### src/rtl/addsub_operand_sequencer.sv
// rtl/addsub_operand_sequencer.sv - operand/result sequencer wrapped around an external 8-bit adder/subtractor
//
// Accepts one operation per valid/ready handshake, registers the operands and
// the mode bit that drive the external ripple-carry adder, captures the adder
// outputs one cycle later and presents them over a second valid/ready handshake.
// An internal accumulator takes every result so ACC_ADD/ACC_SUB can chain.
//
// Ports:
//   clk, rst                     rising-edge clock, asynchronous active-high reset
//   in_valid, in_ready           request handshake
//   in_op[1:0]                   00 A+B, 01 A-B, 10 ACC+B, 11 ACC-B
//   in_a, in_b                   operands (in_a ignored for ACC ops)
//   add_a, add_b, add_m          registered operands/mode to the adder
//   add_s, add_cout, add_v       adder sum, carry-out, signed overflow
//   out_valid, out_ready         result handshake
//   out_result, out_c, out_v,
//   out_z, out_n                 captured result and flags

module addsub_operand_sequencer #(
    parameter int WIDTH = 8
) (
    input  logic             clk,
    input  logic             rst,
    input  logic             in_valid,
    output logic             in_ready,
    input  logic [1:0]       in_op,
    input  logic [WIDTH-1:0] in_a,
    input  logic [WIDTH-1:0] in_b,
    output logic [WIDTH-1:0] add_a,
    output logic [WIDTH-1:0] add_b,
    output logic             add_m,
    input  logic [WIDTH-1:0] add_s,
    input  logic             add_cout,
    input  logic             add_v,
    output logic             out_valid,
    input  logic             out_ready,
    output logic [WIDTH-1:0] out_result,
    output logic             out_c,
    output logic             out_v,
    output logic             out_z,
    output logic             out_n
);

    localparam logic [1:0] IDLE = 2'd0;
    localparam logic [1:0] EXEC = 2'd1;
    localparam logic [1:0] DONE = 2'd2;

    logic [1:0]       state;
    logic [WIDTH-1:0] opa_q;
    logic [WIDTH-1:0] opb_q;
    logic             m_q;
    logic [WIDTH-1:0] acc_q;
    logic             in_ready_q;
    logic             out_valid_q;
    logic [WIDTH-1:0] result_q;
    logic             c_q;
    logic             v_q;
    logic             z_q;
    logic             n_q;

    // The adder sees the operand registers directly, so its inputs stay
    // frozen outside of acceptance and it gets a full period to settle.
    assign add_a      = opa_q;
    assign add_b      = opb_q;
    assign add_m      = m_q;

    assign in_ready   = in_ready_q;
    assign out_valid  = out_valid_q;
    assign out_result = result_q;
    assign out_c      = c_q;
    assign out_v      = v_q;
    assign out_z      = z_q;
    assign out_n      = n_q;

    always_ff @(posedge clk or posedge rst) begin
        if (rst) begin
            state       <= IDLE;
            opa_q       <= '0;
            opb_q       <= '0;
            m_q         <= 1'b0;
            acc_q       <= '0;
            in_ready_q  <= 1'b0;
            out_valid_q <= 1'b0;
            result_q    <= '0;
            c_q         <= 1'b0;
            v_q         <= 1'b0;
            z_q         <= 1'b0;
            n_q         <= 1'b0;
        end else begin
            case (state)
                IDLE: begin
                    // in_ready is registered: it comes up on the first clock
                    // after reset, and no request is taken while it is low.
                    in_ready_q <= 1'b1;
                    if (in_valid && in_ready_q) begin
                        opa_q      <= in_op[1] ? acc_q : in_a;
                        opb_q      <= in_b;
                        m_q        <= in_op[0];
                        in_ready_q <= 1'b0;
                        state      <= EXEC;
                    end
                end
                EXEC: begin
                    result_q    <= add_s;
                    c_q         <= add_cout;
                    v_q         <= add_v;
                    z_q         <= (add_s == '0);
                    n_q         <= add_s[WIDTH-1];
                    acc_q       <= add_s;
                    out_valid_q <= 1'b1;
                    state       <= DONE;
                end
                DONE: begin
                    // Requests are never accepted here; in_ready rises on the
                    // same edge the result is consumed.
                    if (out_ready) begin
                        out_valid_q <= 1'b0;
                        in_ready_q  <= 1'b1;
                        state       <= IDLE;
                    end
                end
                default: begin
                    in_ready_q  <= 1'b0;
                    out_valid_q <= 1'b0;
                    state       <= IDLE;
                end
            endcase
        end
    end

endmodule

### config.mk
export PLATFORM = sky130hd
export DESIGN_NAME = addsub_operand_sequencer
export DESIGN_NICKNAME = d
export VERILOG_FILES = /design/src/rtl/addsub_operand_sequencer.sv
export SDC_FILE = /design/constraint.sdc
export NUM_CORES = 1
export LEC_CHECK = 0
export ABC_CLOCK_PERIOD_IN_PS = 1500
export BUFFER_PORTS_ARGS = -buffer_cell sky130_fd_sc_hd__buf_2
export CAP_MARGIN = 0
export CORE_MARGIN = 4
export CORE_UTILIZATION = 25
export DETAILED_ROUTE_END_ITERATION = 10
export PLACE_DENSITY = 0.6
export SLEW_MARGIN = 10
export SYNTH_ARGS = -nofsm -noshare
export SYNTH_HDL_FRONTEND = slang
export SYNTH_SLANG_ARGS = --single-unit
### constraint.sdc
create_clock -name clk -period 1.5 [get_ports clk]
set_input_delay 0.375 -clock clk [delete_from_list [all_inputs] [get_ports clk]]
set_output_delay 0.375 -clock clk [all_outputs]
set_load 0.01 [all_outputs]
==> results.tsv <==
metric	value	unit
run status	finished clean	
placeable core region	0.00511	mm²
DRC	0	
arrival time reported for the critical path endpoint	1570	ps
type of element launching the critical path	register	
Nets	199	
Post-Route Skew	9.66	ps
worst-case setup slack after placement	69.5	ps
number of nets produced by synthesis	129	
FF-to-FF setup slack	90	ps
global route overflow	0	
final worst hold slack	169	ps
wire length per cell	12.9	µm
number of warnings reported in the yosys synthesis log	0	
layout cell share with drive strength beyond 1	56.5	%
Final ANT Viol Nets	0	
biggest fanout along the worst timing path	10	
number of endpoints failing setup at the final stage	0	
wire length of the first global-routing pass	4950	µm
Period Utilization, post-route	94.3	%
top-level I/O count	63	
leakage power	0.903	nW
Cell Chain, Critical Path	nor4bb_4 > buf_6 > mux2_2	
die area	0.00647	mm²
final number of hold-violating endpoints	0	
headroom to the max-slew limit	72.2	%
fill cell total of the finished layout	535	
depth of the CTS H-tree	2	
aggregate negative setup slack	0	ps
antenna violations before repair	0	
routability congestion estimate from global placement	0.663	
peak ir drop on the vdd network	0.000807	V
distinct cell type count of the synthesized netlist	18	
total wire length	3070	µm
Seq. cell area	801	µm²
highest attainable clock frequency	707	MHz
chip width	80.4	µm
row count	26	
number of search-and-repair iterations in the first detailed-routing pass	4	
area used by multi-input combinational logic	462	µm²
starting density of the core	25.7	%
via count of the first global-routing pass	1003	
maximum number of buffers from clock root to sink	2	
post-layout total power	3.91	mW
ratio of routed vias to standard cells	4.24	
FF+latch count, synth	32	
post-route design area	0.00185	mm²
data required time at the worst endpoint	1660	ps
Reg2Reg Depth	3	
worst-case setup margin in the final layout	85.1	ps
clock input transition at the sequential cells of the worst setup and hold paths	70	ps
post-route minimum period	1410	ps
violation count after the first detailed-routing iteration	39	
TritonCTS Buffers	5	
clock tree from TritonCTS	yes	
number of antenna diodes	0	
class of the most critical hold timing path	in2async	
mean area per synthesized cell	13.5	µm²
setup repair after global routing missed its margin	false	
slew of the pin with the lowest slew margin	416	ps
Mapped Cells	97	
maximum number of pins on one net before global-route repair	33	
post-place instance area	0.00174	mm²
signed area change from the synthesized netlist to the final layout	40.9	%
Worst path max stage delay	420	ps
library cell used as clock root buffer	sky130_fd_sc_hd__clkbuf_8	
# clock sinks	32	
latest clock arrival within the worst-skew pair	280	ps
number of setup buffers added after CTS	0	
Max stage delay cell, worst path	sky130_fd_sc_hd__dfrtp_1	
Detailed Place HPWL	2410	µm
critical path capture point type	register	
Port Buf Inserts	62	
dpl cells	230	
sequential-to-total area share from yosys stat	61.1	%
number of slew-limit violations in the final report	0	
total power per unit cell area	2120	mW/mm²
core occupancy in the finished layout	36.2	%
total vias in the final route	1009	
netlist area before placement	0.00131	mm²
worst flop-to-flop path startpoint	state[0]$_DFFE_PP0P_	
Max-Cap Viols	0	
number of cells in the finished layout apart from fillers	238	
die height	80.4	µm
endpoint of the lowest-slack register-to-register path	add_b[5]$_DFFE_PP0P_	
category of the most critical setup path	reg2reg	
total routing usage reported by global routing	10.3	%
-- cells in the final DEF, fill, tap and decap left out, drive strengths merged --
cell type	count
a21o	1
a21oi	10
buf	69
bufinv	1
clkbuf	6
clkinv	1
dfrtp	32
inv	3
mux2	19
mux2i	8
nand3	1
nor2	9
nor2b	1
nor4	2
nor4bb	1
o21a	2
o21ai	2
-- worst max-delay path: cells and delay by family (launching register included) --
family,cells,cell delay [ps]
buf+inv,1,190
simple gates,1,350
mux,1,340
flops,1,420
-- worst max path at each step --
stage                               startpoint  slack (ps)  depth (start not counted)                   end
after floorplan           state[0]$_DFFE_PP0P_          70                          4  add_b[7]$_DFFE_PP0P_
after global placement    state[0]$_DFFE_PP0P_         130                          3  add_b[1]$_DFFE_PP0P_
after detailed placement  state[0]$_DFFE_PP0P_          70                          3  add_b[5]$_DFFE_PP0P_
after CTS                 state[0]$_DFFE_PP0P_          50                          3  add_b[5]$_DFFE_PP0P_
after global routing      state[0]$_DFFE_PP0P_          30                          3  add_b[5]$_DFFE_PP0P_
final                     state[0]$_DFFE_PP0P_          90                          3  add_b[5]$_DFFE_PP0P_
-- metal layers --
metal / wire (µm) / share of wire (%) / global-route usage [%]
met1: 1250 / 41 / 12.6
met2: 1560 / 51 / 16.6
met3: 226 / 7.4 / 3.03
met4: 34 / 1.1 / 4.56
met5: 0 / 0 / 0
-- layout make-up --
class                           count  area share, %
Clock buffer                        6           3.93
Clock inverter                      2           1.90
Inverter                            3          0.609
Multi-Input combinational cell     56           25.0
Sequential cell                    32           43.3
Tap cell                           70           4.74
Timing Repair Buffer               69           20.5
-- power breakdown --
| group | leakage (nW) | switching, mW | internal, mW |
|---|---|---|---|
| registers | 0.374 | 0.249 | 1.29 |
| logic | 0.474 | 0.736 | 0.837 |
| clock network | 0.0552 | 0.310 | 0.493 |
-- sequential cells by signal (all words and copies together), names as in the netlist --
signal and count:
add_a 8, add_b 8, add_m 1, in_ready 1, out_c 1, out_result 8
out_v 1, out_valid 1, out_z 1, state 2
-- cells by family after synthesis --
logic type	count (synthesis)	share of synthesized area, %
buffers and inverters	9	4.87
and+or+nand+nor	14	5.34
DFF	32	61.1
AOI/OAI and AO/OA	15	6.30
muxes	27	22.4
-- cell usage after synthesis --
library cell,n,area share (%)
sky130_fd_sc_hd__nor4bb_1,1,0.76
sky130_fd_sc_hd__nor4_1,2,0.95
sky130_fd_sc_hd__mux2i_1,8,6.1
sky130_fd_sc_hd__o21a_1,2,1.1
sky130_fd_sc_hd__inv_1,3,0.86
sky130_fd_sc_hd__mux2_2,17,15
sky130_fd_sc_hd__nand3_1,1,0.38
sky130_fd_sc_hd__buf_6,1,0.86
sky130_fd_sc_hd__a21o_1,1,0.57
sky130_fd_sc_hd__buf_8,1,1.1
sky130_fd_sc_hd__nor2b_2,1,0.67
sky130_fd_sc_hd__a21oi_1,10,3.8
sky130_fd_sc_hd__mux2_1,2,1.7
sky130_fd_sc_hd__buf_4,3,1.7
sky130_fd_sc_hd__buf_1,1,0.29
sky130_fd_sc_hd__dfrtp_1,32,61
sky130_fd_sc_hd__nor2_1,9,2.6
sky130_fd_sc_hd__o21ai_0,2,0.76
-- what timing repair did --
action / CTS / global route
setup endpoints to repair: 0 / 1
resized for setup: 0 / 1
hold buffers: 0 / 0
hold endpoints to repair: 0 / 0
No activity file was read; power rests on OpenSTA's default activity.
